==> config.mk <==
export PLATFORM = sky130hd
export DESIGN_NAME = ecc_op_sequencer_flat
export DESIGN_NICKNAME = d
export VERILOG_FILES = /design/src/rtl/ecc_op_sequencer_pkg.sv /design/src/rtl/ecc_op_sequencer_if.sv /design/src/rtl/bit_index_counter.sv /design/src/rtl/ecc_op_sequencer.sv /design/src/flat_wrapper.sv
export SDC_FILE = /design/constraint.sdc
export NUM_CORES = 1
export LEC_CHECK = 0
export ABC_AREA = 0
export BUFFER_PORTS_ARGS = -buffer_cell sky130_fd_sc_hd__buf_2
export CAP_MARGIN = 30
export CORE_AREA = 2 2 150 152
export DETAILED_ROUTE_END_ITERATION = 8
export DIE_AREA = 0 0 152 154
export PLACE_DENSITY = 0.77
export SLEW_MARGIN = 5
export SYNTH_ARGS = -nofsm -noshare
export SYNTH_HDL_FRONTEND = slang
export SYNTH_SLANG_ARGS = --single-unit
export TNS_END_PERCENT = 50
==> constraint.sdc <==
create_clock -name clk -period 2.85 [get_ports clk]
set_input_delay 0.285 -clock clk [delete_from_list [all_inputs] [get_ports clk]]
set_output_delay 0.285 -clock clk [all_outputs]
set_load 0.02 [all_outputs]
==> src/rtl/ecc_op_sequencer_pkg.sv <==
// rtl/ecc_op_sequencer_pkg.sv - shared constants for the ECC scalar-multiplication sequencer
// Purpose: ALU op codes, field constants Q and EXP = Q-2, data and index widths.
// Ports: none (package).
package ecc_op_sequencer_pkg;

   localparam int DATA_W = 255;
   localparam int IDX_W  = 8;

   localparam logic [1:0] OP_PRE     = 2'd0;
   localparam logic [1:0] OP_DOUBLE  = 2'd1;
   localparam logic [1:0] OP_DIV_INV = 2'd2;
   localparam logic [1:0] OP_DIV_MUL = 2'd3;

   // Q = 2^255 - 19: all ones above bit 4, low five bits 01101
   localparam logic [DATA_W-1:0] Q   = {{(DATA_W-5){1'b1}}, 5'b01101};
   // Fermat inversion exponent, 2^255 - 21
   localparam logic [DATA_W-1:0] EXP = Q - {{(DATA_W-2){1'b0}}, 2'd2};

   // first bit index walked by the ladder and the exponentiation
   localparam logic [IDX_W-1:0] TOP_IDX = IDX_W'(DATA_W - 1);

endpackage

==> src/rtl/ecc_op_sequencer_if.sv <==
// rtl/ecc_op_sequencer_if.sv - host and ALU handshake bundle for the sequencer
// Purpose: groups start/scalar/busy/done (host side) with the ALU strobe, op code,
//          flags, ready pulse and debug bit index.
// Ports: master = host/ALU environment, slave = ecc_op_sequencer.
interface ecc_op_sequencer_if;
   import ecc_op_sequencer_pkg::*;

   logic              start;
   logic [DATA_W-1:0] scalar;
   logic              alu_ready;
   logic              alu_valid;
   logic [1:0]        alu_state;
   logic              alu_keep_flag;
   logic              alu_consecutive_flag;
   logic              busy;
   logic              done;
   logic [IDX_W-1:0]  bit_idx;

   modport master (
      output start, scalar, alu_ready,
      input  alu_valid, alu_state, alu_keep_flag, alu_consecutive_flag, busy, done, bit_idx
   );

   modport slave (
      input  start, scalar, alu_ready,
      output alu_valid, alu_state, alu_keep_flag, alu_consecutive_flag, busy, done, bit_idx
   );

endinterface

==> src/rtl/bit_index_counter.sv <==
// rtl/bit_index_counter.sv - loadable down-counter with zero flag
// Purpose: walks the bit index for both the ladder and the inversion exponent.
// Ports: clk, rst (sync, active-high), load/load_val, dec, count, zero.
module bit_index_counter
   import ecc_op_sequencer_pkg::*;
(
   input  logic             clk,
   input  logic             rst,
   input  logic             load,
   input  logic [IDX_W-1:0] load_val,
   input  logic             dec,
   output logic [IDX_W-1:0] count,
   output logic             zero
);

   always_ff @(posedge clk) begin
      if (rst)
         count <= '0;
      else if (load)
         count <= load_val;
      else if (dec)
         count <= count - 1'b1;
   end

   assign zero = (count == '0);

endmodule

==> src/rtl/ecc_op_sequencer.sv <==
// rtl/ecc_op_sequencer.sv - control FSM sequencing PRE, ladder, inversion and final multiply
// Purpose: issues one ALU operation per phase and steps the bit index on each alu_ready.
// Ports: clk, rst (sync, active-high), bus (slave modport: start, scalar, alu_ready in;
//        alu_valid, alu_state, alu_keep_flag, alu_consecutive_flag, busy, done, bit_idx out).
module ecc_op_sequencer
   import ecc_op_sequencer_pkg::*;
(
   input logic                 clk,
   input logic                 rst,
   ecc_op_sequencer_if.slave   bus
);

   localparam logic [3:0] S_IDLE      = 4'd0;
   localparam logic [3:0] S_PRE_ISSUE = 4'd1;
   localparam logic [3:0] S_PRE_WAIT  = 4'd2;
   localparam logic [3:0] S_LAD_ISSUE = 4'd3;
   localparam logic [3:0] S_LAD_WAIT  = 4'd4;
   localparam logic [3:0] S_INV_ISSUE = 4'd5;
   localparam logic [3:0] S_INV_WAIT  = 4'd6;
   localparam logic [3:0] S_MUL_ISSUE = 4'd7;
   localparam logic [3:0] S_MUL_WAIT  = 4'd8;
   localparam logic [3:0] S_DONE      = 4'd9;

   logic [3:0]        state;
   logic [3:0]        state_nxt;
   logic [DATA_W-1:0] scalar_q;
   logic              cnt_load;
   logic              cnt_dec;
   logic              cnt_zero;
   logic [IDX_W-1:0]  cnt;

   logic              valid_c;
   logic [1:0]        op_c;
   logic              keep_c;
   logic              consec_c;
   logic              busy_c;
   logic              done_c;

   bit_index_counter u_bit_idx (
      .clk      (clk),
      .rst      (rst),
      .load     (cnt_load),
      .load_val (TOP_IDX),
      .dec      (cnt_dec),
      .count    (cnt),
      .zero     (cnt_zero)
   );

   always_ff @(posedge clk) begin
      if (rst) begin
         state    <= S_IDLE;
         scalar_q <= '0;
      end else begin
         state <= state_nxt;
         if (state == S_IDLE && bus.start)
            scalar_q <= bus.scalar;
      end
   end

   // alu_ready only matters in *_WAIT states; a DOUBLE->ADD hand-off raises no
   // ready, so the index steps exactly once per ladder bit
   always_comb begin
      state_nxt = state;
      cnt_load  = 1'b0;
      cnt_dec   = 1'b0;
      case (state)
         S_IDLE:      if (bus.start) state_nxt = S_PRE_ISSUE;
         S_PRE_ISSUE: state_nxt = S_PRE_WAIT;
         S_PRE_WAIT:  if (bus.alu_ready) begin
                         state_nxt = S_LAD_ISSUE;
                         cnt_load  = 1'b1;
                      end
         S_LAD_ISSUE: state_nxt = S_LAD_WAIT;
         S_LAD_WAIT:  if (bus.alu_ready) begin
                         if (cnt_zero) begin
                            state_nxt = S_INV_ISSUE;
                            cnt_load  = 1'b1;
                         end else begin
                            cnt_dec = 1'b1;
                         end
                      end
         S_INV_ISSUE: state_nxt = S_INV_WAIT;
         S_INV_WAIT:  if (bus.alu_ready) begin
                         if (cnt_zero) state_nxt = S_MUL_ISSUE;
                         else          cnt_dec   = 1'b1;
                      end
         S_MUL_ISSUE: state_nxt = S_MUL_WAIT;
         S_MUL_WAIT:  if (bus.alu_ready) state_nxt = S_DONE;
         S_DONE:      state_nxt = S_IDLE;
         default:     state_nxt = S_IDLE;
      endcase
   end

   // outputs decode only registered state and index, so they move only on the
   // edge that ends an ALU operation
   always_comb begin
      valid_c  = 1'b0;
      op_c     = OP_PRE;
      keep_c   = 1'b0;
      consec_c = 1'b0;
      busy_c   = 1'b1;
      done_c   = 1'b0;
      case (state)
         S_IDLE:      busy_c = 1'b0;
         S_PRE_ISSUE: valid_c = 1'b1;
         S_PRE_WAIT:  op_c = OP_PRE;
         S_LAD_ISSUE, S_LAD_WAIT: begin
            valid_c  = (state == S_LAD_ISSUE);
            op_c     = OP_DOUBLE;
            keep_c   = !cnt_zero;
            consec_c = scalar_q[cnt];
         end
         S_INV_ISSUE, S_INV_WAIT: begin
            valid_c  = (state == S_INV_ISSUE);
            op_c     = OP_DIV_INV;
            keep_c   = !cnt_zero;
            consec_c = EXP[cnt];
         end
         S_MUL_ISSUE, S_MUL_WAIT: begin
            valid_c = (state == S_MUL_ISSUE);
            op_c    = OP_DIV_MUL;
         end
         S_DONE: begin
            busy_c = 1'b0;
            done_c = 1'b1;
         end
         default: busy_c = 1'b0;
      endcase
   end

   assign bus.alu_valid            = valid_c;
   assign bus.alu_state            = op_c;
   assign bus.alu_keep_flag        = keep_c;
   assign bus.alu_consecutive_flag = consec_c;
   assign bus.busy                 = busy_c;
   assign bus.done                 = done_c;
   assign bus.bit_idx              = cnt;

endmodule

==> src/flat_wrapper.sv <==
// flat-port wrapper written by rule: the top's interface ports become plain ports
module ecc_op_sequencer_flat import ecc_op_sequencer_pkg::*;
  (clk, rst, bus_start, bus_scalar, bus_alu_ready, bus_alu_valid, bus_alu_state, bus_alu_keep_flag, bus_alu_consecutive_flag, bus_busy, bus_done, bus_bit_idx);
  ecc_op_sequencer_if bus_i ();
  input logic clk;
  input logic rst;
  input wire logic [$bits(bus_i.start)-1:0] bus_start;
  input wire logic [$bits(bus_i.scalar)-1:0] bus_scalar;
  input wire logic [$bits(bus_i.alu_ready)-1:0] bus_alu_ready;
  output wire logic [$bits(bus_i.alu_valid)-1:0] bus_alu_valid;
  output wire logic [$bits(bus_i.alu_state)-1:0] bus_alu_state;
  output wire logic [$bits(bus_i.alu_keep_flag)-1:0] bus_alu_keep_flag;
  output wire logic [$bits(bus_i.alu_consecutive_flag)-1:0] bus_alu_consecutive_flag;
  output wire logic [$bits(bus_i.busy)-1:0] bus_busy;
  output wire logic [$bits(bus_i.done)-1:0] bus_done;
  output wire logic [$bits(bus_i.bit_idx)-1:0] bus_bit_idx;
  assign bus_i.start = bus_start;
  assign bus_i.scalar = bus_scalar;
  assign bus_i.alu_ready = bus_alu_ready;
  assign bus_alu_valid = bus_i.alu_valid;
  assign bus_alu_state = bus_i.alu_state;
  assign bus_alu_keep_flag = bus_i.alu_keep_flag;
  assign bus_alu_consecutive_flag = bus_i.alu_consecutive_flag;
  assign bus_busy = bus_i.busy;
  assign bus_done = bus_i.done;
  assign bus_bit_idx = bus_i.bit_idx;
  ecc_op_sequencer u_core (.clk(clk), .rst(rst), .bus(bus_i));
endmodule
# --- Yosys cells after proc, flatten, opt, wreduce, memory -nomap -nowiden ---
# Memory sizes are Yosys's and may differ from the RTL's.
# Cells that the tools add are included.
totals:
  wordCells: 62
  out_inout_bits: 15
  n_memories: 1
  romBits: 256
  regBits: 267
  in_bits: 259
op_classes:
  magnitude_cmp: 1
  n_eq_ne: 16
  reduce_logical: 13
  n_mux: 26
  n_addsub: 1
memory_table:
  columns: ["memory", "words", "width", "read_ports", "rd_ports_with_merged_regs", "wr", "line_no", "rtl"]
  rows:
  - ["(name not given)", 256, 1, 1, 0, 0, "ecc_op_sequencer.sv:117", "consec_c = EXP[cnt];"]
ops:
  columns: ["operator", "n"]
  rows:
  - ["$pmux 4 s9", 1]
  - ["$mux 4", 7]
  - ["$eq 4x3->1 const B", 4]
  - ["$mux 8", 2]
  - ["$mux 1", 11]
  - ["$ne 2x2->1 const B", 5]
  - ["$reduce_or 2->1", 5]
  - ["$lt 8x9->1 const B", 1]
  - ["$bmux 1 s8", 1]
  - ["$eq 4x2->1 const B", 2]
  - ["$eq 4x4->1 const B", 2]
  - ["$logic_not 8->1", 1]
  - ["$reduce_or 8->1", 1]
  - ["$sub 8x1->8 const B", 1]
  - ["$reduce_and 7->1", 1]
  - ["$pmux 2 s3", 1]
  - ["$eq 4x1->1 const B", 1]
  - ["$logic_not 4->1", 1]
  - ["$ne 2x1->1 const B", 2]
  - ["$pmux 1 s2", 2]
  - ["$pmux 1 s4", 1]
  - ["$reduce_or 4->1", 1]
  - ["$reduce_bool 2->1", 1]
  - ["$logic_and 1x1->1", 1]
  - ["$logic_not 1->1", 1]

# --- Logic depth before layout (Yosys ltp) ---
# Gate-level depths: netlist of the first run.
depth:
  ltp_word: 6
  ltp_mapped: 12
  mapped_depth_nobuf: 8

# --- Modules after synthesis ---
# Synthesis of the first run repeated with hierarchy kept, for this count alone.
unflattened:
  hier_cells: 1420
  hier_area_um2: 11770.0
modules_own_cells:
  columns: ["module", "instances", "cells_per_inst", "seq_area_each_um2", "area_each_um2"]
  rows:
  - ["ecc_op_sequencer", 1, 1364, 5185.0, 11297.1]
  - ["bit_index_counter", 1, 56, 160.2, 473.0]

# --- Worst setup path after synthesis of the first run ---
# Ideal clock, no wire load.
synth_timing:
  path_kind: "register to output"
  from: "register u_core.u_bit_idx.count[1]"
  to: "output bus_alu_consecutive_flag"
  arrival_ps: 2421
  n_path_buf: 3
  stages_incl_launch_ff: 12
  setup_slack_ps: 144
  t_required_ps: 2565
  cell_sequence: "dfxtp_1 -> buf_2 -> buf_2 -> buf_2 -> inv_1 -> ha_1 -> mux2i_1 -> o311ai_4 -> o21ai_1 -> or3_1 -> nor3_1 -> o22ai_1"
synth_between:
  elab_chain_cells: 3
  word_cells_on_any_way: 5
  classes_between: "mux: 4; memory: 1"
synth_lines:
  columns: ["element", "line_no", "rtl"]
  rows:
  - ["start: declaration", "bit_index_counter.sv:12", "output logic [IDX_W-1:0] count,"]
  - ["start signal: assignment", "bit_index_counter.sv:20", "count <= load_val;"]
  - ["start signal: assignment", "bit_index_counter.sv:22", "count <= count - 1'b1;"]
  - ["$mem_v2 256x1 or $bmux 1 s8 (tied branches)", null, null]
  - ["$mux 1, on equally long branches", "ecc_op_sequencer.sv:117, ecc_op_sequencer.sv:111", null]
  - ["$pmux 1 s2 (*)", "ecc_op_sequencer.sv:103", "case (state)"]
  - ["end: declaration", "flat_wrapper.sv:13", "output wire logic [$bits(bus_i.alu_consecutive_flag)-1:0] bus_alu_consecutive_flag;"]
# Every way passes the cells marked *; elsewhere a longest branch is shown, timed or not. The select of a mux whose other input is x is not followed.

# --- Worst setup path in the final report of the first run ---
layout_timing:
  from: "register u_core.u_bit_idx.count[0]"
  to: "output bus_alu_consecutive_flag"
# The elaborated chain is that of the path after synthesis.

==> results of run 1 <==
==> cells in the mapped netlist, types with 2 or more instances <==
| cell type | count |
|---|---|
| nor3_1 | 9 |
| mux4_1 | 3 |
| o21ai_0 | 7 |
| buf_1 | 2 |
| buf_2 | 13 |
| nand2_1 | 525 |
| nand3b_1 | 2 |
| and2_1 | 2 |
| xor2_1 | 3 |
| inv_1 | 4 |
| clkbuf_1 | 97 |
| a21oi_1 | 269 |
| xnor2_1 | 6 |
| or3_1 | 4 |
| mux4_2 | 53 |
| mux2i_1 | 24 |
| a22o_1 | 5 |
| o22ai_1 | 6 |
| nor2b_1 | 4 |
| a22oi_1 | 6 |
| and3_1 | 3 |
| ha_1 | 3 |
| nor3b_1 | 2 |
| o211ai_1 | 2 |
| a21o_1 | 3 |
| buf_4 | 3 |
| mux2_2 | 2 |
| a31oi_1 | 6 |
| dfxtp_1 | 267 |
| o22a_1 | 2 |
| nand2b_1 | 4 |
| nand3_1 | 4 |
| nor2_1 | 14 |
| a211oi_1 | 3 |
| o221ai_1 | 2 |
| buf_6 | 2 |
==> layer usage <==
layer | vias to the layer above | global-route usage [%]
li1 | 5407 | -
met1 | 5239 | 37.4
met3 | 132 | 5.16
met2 | 553 | 48.6
met4 | 0 | 14.3
met5 | - | 0
==> sequential cells by signal (all words and copies together) (netlist names) <==
register,flops
u_core.scalar_q,255
u_core.state,4
u_core.u_bit_idx.count,8
==> kinds of logic after synthesis <==
logic type                 share of synthesized area [%]
and+or+nand+nor                                     19.6
AOI/OAI and AO/OA                                   15.3
DFF                                                 46.3
buffers and inverters                               4.43
muxes                                               13.3
xor gates and xnor gates                           0.683
adders and majority gates                          0.325
==> area by class of cell <==
type,count,area (µm²),share of cell area [%]
inverters,4,15.0,0.0963
multi-input cells,994,5790,37.2
well taps,280,350,2.25
clock inverters,8,48.8,0.313
repair buffers,452,3230,20.7
clock buffers,40,795,5.10
flip-flops and latches,267,5350,34.3
==> worst paths after layout <==
path	startpoint	end	slack, ns	depth (start not counted)
worst max-delay path	u_core.u_bit_idx.count[0]	bus_alu_consecutive_flag	-0.28	9
worst min-delay path	bus_scalar[194]	u_core.scalar_q[194]	0.001	3
worst max register to register	u_core.u_bit_idx.count[0]	u_core.u_bit_idx.count[7]	0.71	10
worst min register to register	u_core.scalar_q[39]	u_core.scalar_q[39]	0.45	2
==> worst register-to-register path: cells and delay by family, from the launching register on <==
family | cells | cell delay (ns)
DFF | 1 | 0.37
buffers and inverters | 3 | 0.37
adders and majority gates | 1 | 0.19
AOI/OAI and AO/OA | 2 | 0.51
and+or+nand+nor | 3 | 0.43
xor gates and xnor gates | 1 | 0.14
==> what timing repair did <==
action                                  in CTS  in global routing
resized for setup                           19                  5
buffers inserted                            11                  4
endpoints found under the setup margin       1                  1
pin swaps                                    6                  7
hold endpoints to repair                   127                  1
hold buffers                               127                  1
gates cloned                                 1                  0
==> through the flow <==
stage               cell area (µm²)  hold slack [ns]  setup TNS (ns)  cells  setup WS (ns)
detailed placement            13200            0.445               0   1853         0.0518
global route                  15600          0.00414          -0.363   2045         -0.363
finish                        15600          0.00128          -0.276   2045         -0.276
floorplan                     11500            0.421               0   1383          0.144
CTS                           15500        0.0000328          -0.278   2040         -0.278
global placement              13200            0.438               0   1853          0.101
==> power by group <==
part           total [mW]  internal (mW)  leakage, nW  switching [mW]
Combinational        1.76          0.776         3.65           0.985
Sequential           4.28           4.06         2.19           0.220
Clock                3.39           1.92        0.415            1.47
Total                9.43           6.75         6.26            2.67
==> metrics, run 1 <==
syn avg cell area 8.34 µm²; vias per cell 5.54; Setup crit end kind primary output; worst vdd ir 0.000400 V; met3 routed wirelength 2770 µm; WP buf/inv 3; Power Total 9.43 mW; max-slew violation count 0; n_diodes 0; Mapped Cells 1383; RSZ-0062 raised after global routing true; Fmax achieved 0.320 GHz; top-area cell type share of the netlist area 46.3%; core area 21700 µm²; CP top delay family compound AO/OA/AOI/OAI gates; final setup vio count 1; Yosys cell types 53; largest net degree at the start of global routing 147; FILL cells 1551; max cap viols 0; DIE HEIGHT 154 µm; vias in the first global route 11200; WL met1 14100 µm; Total GRT Usage 29.4%; Worst EP required 2.57 ns; Routed WL 35600 µm; most common cell after layout, fill and taps aside nand2_1; clk_skew 0.0101 ns; Worst EP arrival 2.84 ns; share of post-route cells with drive strength above 1 25.3%; Area Overhead vs Synth 35.1%; HPWL after DPL 23100 µm; startpoint class of the critical path flip-flop; CTS tree built; Root Buffer clkbuf_16; TritonCTS Sinks 267; FP Rows 54; synthesized net count 1645; synthesized flop and latch total 267; io pins 274; die area 23400 µm²; WS Path Type reg -> out; initial drt markers 876; Num CTS Buffers 27; failing checks negative setup slack; post-layout min period 3.13 ns; final hold vios 0; area of the mapped netlist 11500 µm²; Hold WC Path Type in -> reg; Port Buffers 273; initial antenna violation count 0; crit-path max FO 4; final core occ 71.9%; Detail Route met2 WL 17000 µm; DRT Pass-1 Iters 5; initial core utilization 53.2%; status finished with violations; commonest non-fill, non-tap cells in the layout 525 x nand2_1, 271 x buf_2, 268 x a21oi_1; Crit path largest cell delay 0.51 ns; prevailing post-synth register cell dfxtp_1; top cells by area, synth dfxtp_1 46%, nand2_1 17%, a21oi_1 12%, mux4_2 10%, clkbuf_1 3.2%; Max-slew headroom 56.3%; first-pass GRT wire length 56400 µm; worst setup margin -0.276 ns; area leader, netlist dfxtp_1; DR WL/cell 17.4 µm; clock buffer depth 3; Worst Max-Slew Pin Slew 0.656 ns; die width 152 µm; CP max-delay cell mux4_2; register area share after synthesis 46.3%; Worst-path clk slew 0.06 ns; DR top layer met4; Worst-Skew Late Latency 0.54 ns; remaining global-route overflow 0; CTS H-Tree Depth 1; final net count 2008; Post-synth EDFFs 0; Lkg Pwr 6.26 nW; Final Cycle Share 110%; pwr dens 605 nW/µm²; Final ANT Viol Nets 0; Async SR Flop Fraction 0%; DR DRC count 0; CP most frequent cell buf_6; worst-path cell chain buf_6 -> buf_6 -> mux4_2 -> and2_4 -> o41ai_4 -> a21oi_2 -> o31ai_2 -> o22ai_2 -> buf_6; Yosys warning total 0; Routability Congestion 0.829; vias 11300
(Power assumes the default switching activity.)
==> run 2, diff against run 1 <==
--- a/config.mk
+++ b/config.mk
@@ -8,10 +8,10 @@
 export ABC_AREA = 0
 export BUFFER_PORTS_ARGS = -buffer_cell sky130_fd_sc_hd__buf_2
 export CAP_MARGIN = 30
-export CORE_AREA = 2 2 150 152
+export CORE_AREA = 2 2 157 159
 export DETAILED_ROUTE_END_ITERATION = 8
-export DIE_AREA = 0 0 152 154
-export PLACE_DENSITY = 0.77
+export DIE_AREA = 0 0 159 161
+export PLACE_DENSITY = 0.74
 export SLEW_MARGIN = 5
 export SYNTH_ARGS = -nofsm -noshare
 export SYNTH_HDL_FRONTEND = slang
==> constraint.sdc (replaced) <==
create_clock -name clk -period 2.55 [get_ports clk]
set_input_delay 0.255 -clock clk [delete_from_list [all_inputs] [get_ports clk]]
set_output_delay 0.255 -clock clk [all_outputs]
set_load 0.02 [all_outputs]
==> run 2 against run 1 <==
Compared with the run above:
- the flow still finishes with violations (negative setup slack)
- global-route usage up 1.7 points
- non-clock buffer count increased by 132
- clock skew is essentially flat
- final cell count grew 9.0%
==> metrics, run 2 (synthesis gave the netlist of run 1 again) <==
io pins 274 (unchanged); Final Non-Filler Cells 2230 (was 2045); vias per cell 5.49 (was 5.54); final setup vio count 1 (unchanged); Final Cycle Share 123%; crit-path max FO 7 (was 4); Final ANT Viol Nets 0 (unchanged); FP Rows 57 (was 54); Min Hold Slack 0.00551 ns (was 0.00128 ns); pwr dens 665 nW/µm² (was 605 nW/µm²); Worst EP arrival 2.89 ns (was 2.84 ns); placed insts 1918 (was 1853); Area Overhead vs Synth 48.2% (was 35.1%); WL met1 15900 µm (was 14100 µm); Detail Route met2 WL 20200 µm (was 17000 µm); top flop regs u_core.scalar_q: 255 flops, u_core.u_bit_idx.count: 8 flops, u_core.state: 4 flops (unchanged); worst vdd ir 0.000407 V (was 0.000400 V); largest net degree at the start of global routing 138 (was 147); FILL cells 1681 (was 1551); DR DRC count 0 (unchanged); register area 5350 µm² (unchanged); most common cell after layout, fill and taps aside nand2_1 (unchanged); vias in the first global route 12300 (was 11200); Root Buffer clkbuf_16 (unchanged); die width 159 µm (was 152 µm); initial core utilization 48.2% (was 53.2%); multi-input combinational cell area 5760 µm² (was 5790 µm²); Routed WL 41200 µm (was 35600 µm); remaining global-route overflow 0 (unchanged); DR WL/cell 18.5 µm (was 17.4 µm); Lkg Pwr 6.90 nW (was 6.26 nW); DRT Pass-1 Iters 6 (was 5); Setup crit end kind primary output (unchanged); Total GRT Usage 31.1% (was 29.4%); initial antenna violation count 4 (was 0); status finished with violations (unchanged); FF-to-FF Start u_core.state[1] (was u_core.u_bit_idx.count[0]); Routability Congestion 0.856 (was 0.829); die area 25600 µm² (was 23400 µm²); core area 24000 µm² (was 21700 µm²); Worst EP required 2.30 ns (was 2.57 ns); startpoint class of the critical path flip-flop (unchanged); Worst-path clk slew 0.06 ns (about the same); post-layout min period 3.14 ns; Worst-Skew Late Latency 0.54 ns (about the same); DR top layer met4 (unchanged); failing checks negative setup slack (unchanged); TritonCTS Sinks 267 (unchanged); worst setup margin -0.592 ns (was -0.276 ns); largest reg by FF count u_core.scalar_q (unchanged); met3 routed wirelength 2780 µm (was 2770 µm); clk_skew 0.00997 ns (was 0.0101 ns); max-slew violation count 0 (unchanged); WS Path Type reg -> out (unchanged); setup TNS -0.592 ns (was -0.276 ns); Worst Max-Slew Pin Slew 0.596 ns (was 0.656 ns); Num CTS Buffers 28 (was 27); clock buffer depth 3 (unchanged); Port Buffers 273 (unchanged); final hold vios 0 (unchanged); first-pass GRT wire length 64100 µm (was 56400 µm); share of post-route cells with drive strength above 1 24.5% (was 25.3%); commonest non-fill, non-tap cells in the layout 525 x nand2_1, 271 x buf_2, 268 x a21oi_1 (unchanged); vias 12200 (was 11300); CTS tree built (unchanged); HPWL after DPL 23100 µm (about the same); final net count 2141 (was 2008); Setup crit start u_core.u_bit_idx.count[0] (unchanged); Hold WC Path Type in -> reg (unchanged); hold wc startpoint bus_scalar[118] (was bus_scalar[194]); RSZ-0062 raised after global routing true (unchanged); DIE HEIGHT 161 µm (was 154 µm); max FFs per register 255 (unchanged); pre-CTS setup slack -0.172 ns (was 0.0518 ns); CTS H-Tree Depth 1 (unchanged); final core occ 71.3% (was 71.9%); Fmax achieved 0.318 GHz; initial drt markers 1149 (was 876); max cap viols 0 (unchanged); Max-slew headroom 60.3% (was 56.3%)
## run 2: worst max-delay path: stages, from the launching register on
cell and delay, ns:
dfxtp_4 0.44, buf_12 0.13, mux4_2 0.51, a22oi_2 0.16
nand2_1 0.07, o311a_1 0.34, o311ai_2 0.28, buf_4 0.18
o22ai_4 0.07, buf_6 0.15
## run 2: worst paths after layout
kind / to / cells after the start / slack [ns]
setup / recovery: bus_alu_consecutive_flag / 9 / -0.59
hold / removal: u_core.scalar_q[118] / 3 / 0.006
setup reg to reg: u_core.scalar_q[117] / 5 / 0.45
hold reg to reg: u_core.scalar_q[197] / 2 / 0.45
## run 2: per-layer routing
layer | track usage [%] | vias to the layer above
met5 | 0 | -
met4 | 16.0 | 0
met3 | 5.32 | 179
met2 | 54.1 | 607
met1 | 37.3 | 5761
li1 | - | 5691
## run 2: stage by stage
stage	instance area, µm²	total power [mW]
finish	17100	11.4
global route	17100	11.8
CTS	17100	11.3
detailed placement	13400	6.64
global placement	13400	6.59
floorplan	11600	5.95
## run 2: where the power goes
group / internal, mW / switching (mW) / leakage [nW]
Combinational: 1.02 / 1.20 / 4.21
Clock: 2.68 / 1.72 / 0.503
Sequential: 4.53 / 0.235 / 2.19
## run 2: area by class of cell
cell class | count | area share [%]
Antenna cell | 5 | 0.0732
Inverter | 4 | 0.0878
Clock buffer | 41 | 5.10
Tap cell | 324 | 2.37
Sequential cell | 267 | 31.3
Clock inverter | 11 | 0.834
Timing Repair Buffer | 584 | 26.5
Multi-Input combinational cell | 994 | 33.7
## run 2: what timing repair did
action                                 CTS  global route
gates resized for setup                 15             2
pin swaps                                9             2
endpoints found under the hold margin  245             0
hold buffers                           245             0
setup buffers                           10             0
setup endpoints to repair                1             1
==> run 3, diff against run 2 <==
--- a/config.mk
+++ b/config.mk
@@ -8,10 +8,10 @@
 export ABC_AREA = 0
 export BUFFER_PORTS_ARGS = -buffer_cell sky130_fd_sc_hd__buf_2
 export CAP_MARGIN = 30
-export CORE_AREA = 2 2 157 159
+export CORE_AREA = 2 2 173 175
 export DETAILED_ROUTE_END_ITERATION = 8
-export DIE_AREA = 0 0 159 161
-export PLACE_DENSITY = 0.74
+export DIE_AREA = 0 0 175 177
+export PLACE_DENSITY = 0.62
 export SLEW_MARGIN = 5
 export SYNTH_ARGS = -nofsm -noshare
 export SYNTH_HDL_FRONTEND = slang
==> constraint.sdc (replaced) <==
create_clock -name clk -period 2.85 [get_ports clk]
set_input_delay 0.285 -clock clk [delete_from_list [all_inputs] [get_ports clk]]
set_output_delay 0.285 -clock clk [all_outputs]
set_load 0.02 [all_outputs]
==> run 3 against run 2 <==
Compared with the run above:
- the run still ends with negative setup slack left
- core utilization is 14 points lower
- sequential share of layout area rose by 0.79 points
- power shrank 12%
- largest cell class unchanged
- clock power fell by 13%
- sequential cell count did not move
- highest routed layer unchanged
- register-to-register slack gained 0.17 ns
- sequential power is 11% lower
- first-iteration DRC count fell by 26%
- clock-buffer cell count is 4 lower
- die area up 21%
- setup slack better by 0.28 ns
==> metrics, run 3 (synthesis gave the netlist of run 1 again) <==
CP max-delay cell mux4_2 (unchanged); placed insts 1980 (was 1918); Hold WC Path Type in -> reg (unchanged); remaining global-route overflow 0 (unchanged); worst-path cell chain buf_6 -> mux4_2 -> a22oi_2 -> nand2_1 -> o311a_1 -> o311ai_2 -> buf_4 -> o22ai_2 -> buf_6 (was buf_12 -> mux4_2 -> a22oi_2 -> nand2_1 -> o311a_1 -> o311ai_2 -> buf_4 -> o22ai_4 -> buf_6); top flop regs u_core.scalar_q: 255 flops, u_core.u_bit_idx.count: 8 flops, u_core.state: 4 flops (unchanged); Routed WL 36400 µm (was 41200 µm); DR WL/cell 16.3 µm (was 18.5 µm); clk_skew 0.0295 ns (was 0.00997 ns); Final Non-Filler Cells 2237 (was 2230); pre-CTS setup slack 0.0337 ns (was -0.172 ns); core area 29200 µm² (was 24000 µm²); Worst EP required 2.57 ns (was 2.30 ns); Area Overhead vs Synth 44.5% (was 48.2%); failing checks negative setup slack (unchanged); Worst-Skew Late Latency 0.56 ns (was 0.54 ns); initial antenna violation count 0 (was 4); DRT Pass-1 Iters 5 (was 6); Lkg Pwr 6.70 nW (was 6.90 nW); Fmax achieved 0.316 GHz; vias per cell 5.01 (was 5.49); Worst R2R Setup Slack 0.62 ns (was 0.45 ns); pwr dens 599 nW/µm² (was 665 nW/µm²); first-pass GRT wire length 55800 µm (was 64100 µm); most common cell after layout, fill and taps aside nand2_1 (unchanged); vias 11200 (was 12200); post-layout min period 3.16 ns; Routability Congestion 0.854 (was 0.856); RSZ-0062 raised after global routing true (unchanged); Num CTS Buffers 28 (unchanged); vias in the first global route 10700 (was 12300); Worst EP arrival 2.88 ns (was 2.89 ns); Port Buffers 273 (unchanged); final setup vio count 1 (unchanged); FF-to-FF End u_core.u_bit_idx.count[5] (was u_core.scalar_q[117]); n_diodes 0 (was 5); CTS H-Tree Depth 1 (unchanged); CP most frequent cell buf_6; clock buffer depth 3 (unchanged); max-slew violation count 0 (unchanged); commonest non-fill, non-tap cells in the layout 525 x nand2_1, 271 x buf_2, 269 x a21oi_1 (was 525 x nand2_1, 271 x buf_2, 268 x a21oi_1); Max-slew headroom 50.2% (was 60.3%); Min Hold Slack 0.00563 ns (was 0.00551 ns); Worst-path clk slew 0.06 ns (about the same); FP Rows 63 (was 57); Crit path largest cell delay 0.49 ns (was 0.51 ns); DIE HEIGHT 177 µm (was 161 µm); max FFs per register 255 (unchanged); die area 31000 µm² (was 25600 µm²); TritonCTS Sinks 267 (unchanged); Setup crit end kind primary output (unchanged); Final ANT Viol Nets 0 (unchanged); crit-path max FO 7 (unchanged); Worst Max-Slew Pin Slew 0.747 ns (was 0.596 ns); Power Total 9.99 mW (was 11.4 mW); largest reg by FF count u_core.scalar_q (unchanged); Root Buffer clkbuf_16 (unchanged); Reg2Reg Depth 7 (was 5); worst vdd ir 0.000472 V (was 0.000407 V); initial core utilization 39.5% (was 48.2%); max cap viols 0 (unchanged); largest net degree at the start of global routing 106 (was 138); WS Path Type reg -> out (unchanged); status finished with violations (unchanged); final core occ 57.0% (was 71.3%); io pins 274 (unchanged); Final Cycle Share 111%; share of post-route cells with drive strength above 1 25.7% (was 24.5%); FF-to-FF Start u_core.u_bit_idx.count[3] (was u_core.state[1]); final hold vios 0 (unchanged); CTS tree built (unchanged); DR DRC count 0 (unchanged); die width 175 µm (was 159 µm); Setup crit start u_core.u_bit_idx.count[0] (unchanged); initial drt markers 849 (was 1149); Total GRT Usage 22.6% (was 31.1%); HPWL after DPL 24300 µm (was 23100 µm); worst setup margin -0.313 ns (was -0.592 ns); final net count 2087 (was 2141); startpoint class of the critical path flip-flop (unchanged); Critical path destination bus_alu_consecutive_flag (unchanged)
-- run 3: timing repair --
action / in CTS / in global routing
gates resized for setup: 17 / 5
pin swaps: 13 / 5
endpoints found under the hold margin: 183 / 0
cloned: 1 / 0
endpoints found under the setup margin: 1 / 1
hold buffers: 183 / 0
setup buffers: 22 / 0
-- run 3: worst min-delay path by stage --
stage	end	from	slack, ns	cells after the start
global route	u_core.scalar_q[188]	bus_scalar[188]	0.01	3
CTS	u_core.scalar_q[133]	bus_scalar[133]	0.0002	3
finish	u_core.scalar_q[164]	bus_scalar[164]	0.006	3
detailed placement	u_core.scalar_q[51]	u_core.scalar_q[51]	0.44	2
global placement	u_core.scalar_q[150]	u_core.scalar_q[150]	0.44	2
floorplan	u_core.scalar_q[0]	bus_scalar[0]	0.42	2
-- run 3: area by class of cell --
class / instances / area (µm²)
Fill cell: 2553 / 12600
Multi-Input combinational cell: 994 / 5760
Sequential cell: 267 / 5350
Timing Repair Buffer: 530 / 4070
Clock buffer: 37 / 816
Tap cell: 390 / 488
Clock inverter: 15 / 170
Inverter: 4 / 15.0
-- run 3: metal layers --
metal	part of all wire (%)	up-vias	track usage (%)
li1	-	5572	-
met1	45	5243	30.5
met2	48	337	38.7
met3	4.5	65	2.45
met4	2.3	0	5.66
met5	0	-	0
-- run 3: stage by stage --
stage	setup TNS, ns	cell area [µm²]
2_1_floorplan	0	11500
3_3_place_gp	0	13500
3_5_place_dp	0	13500
4_1_cts	-0.321	16700
5_1_grt	-0.417	16700
6_report	-0.313	16700
-- run 3: critical path: cells and delay by family, from the launching register on --
kind            cells  cell delay, ns
mux                 1            0.49
buf+inv             3            0.45
flops               1            0.43
compound gates      4            0.90
simple gates        1            0.07
-- run 3: power by group --
part	total [mW]	internal, mW	switching [mW]
sequential	4.25	4.06	0.197
combinational	1.90	0.891	1.01
clock	3.84	2.29	1.55
total	9.99	7.24	2.76
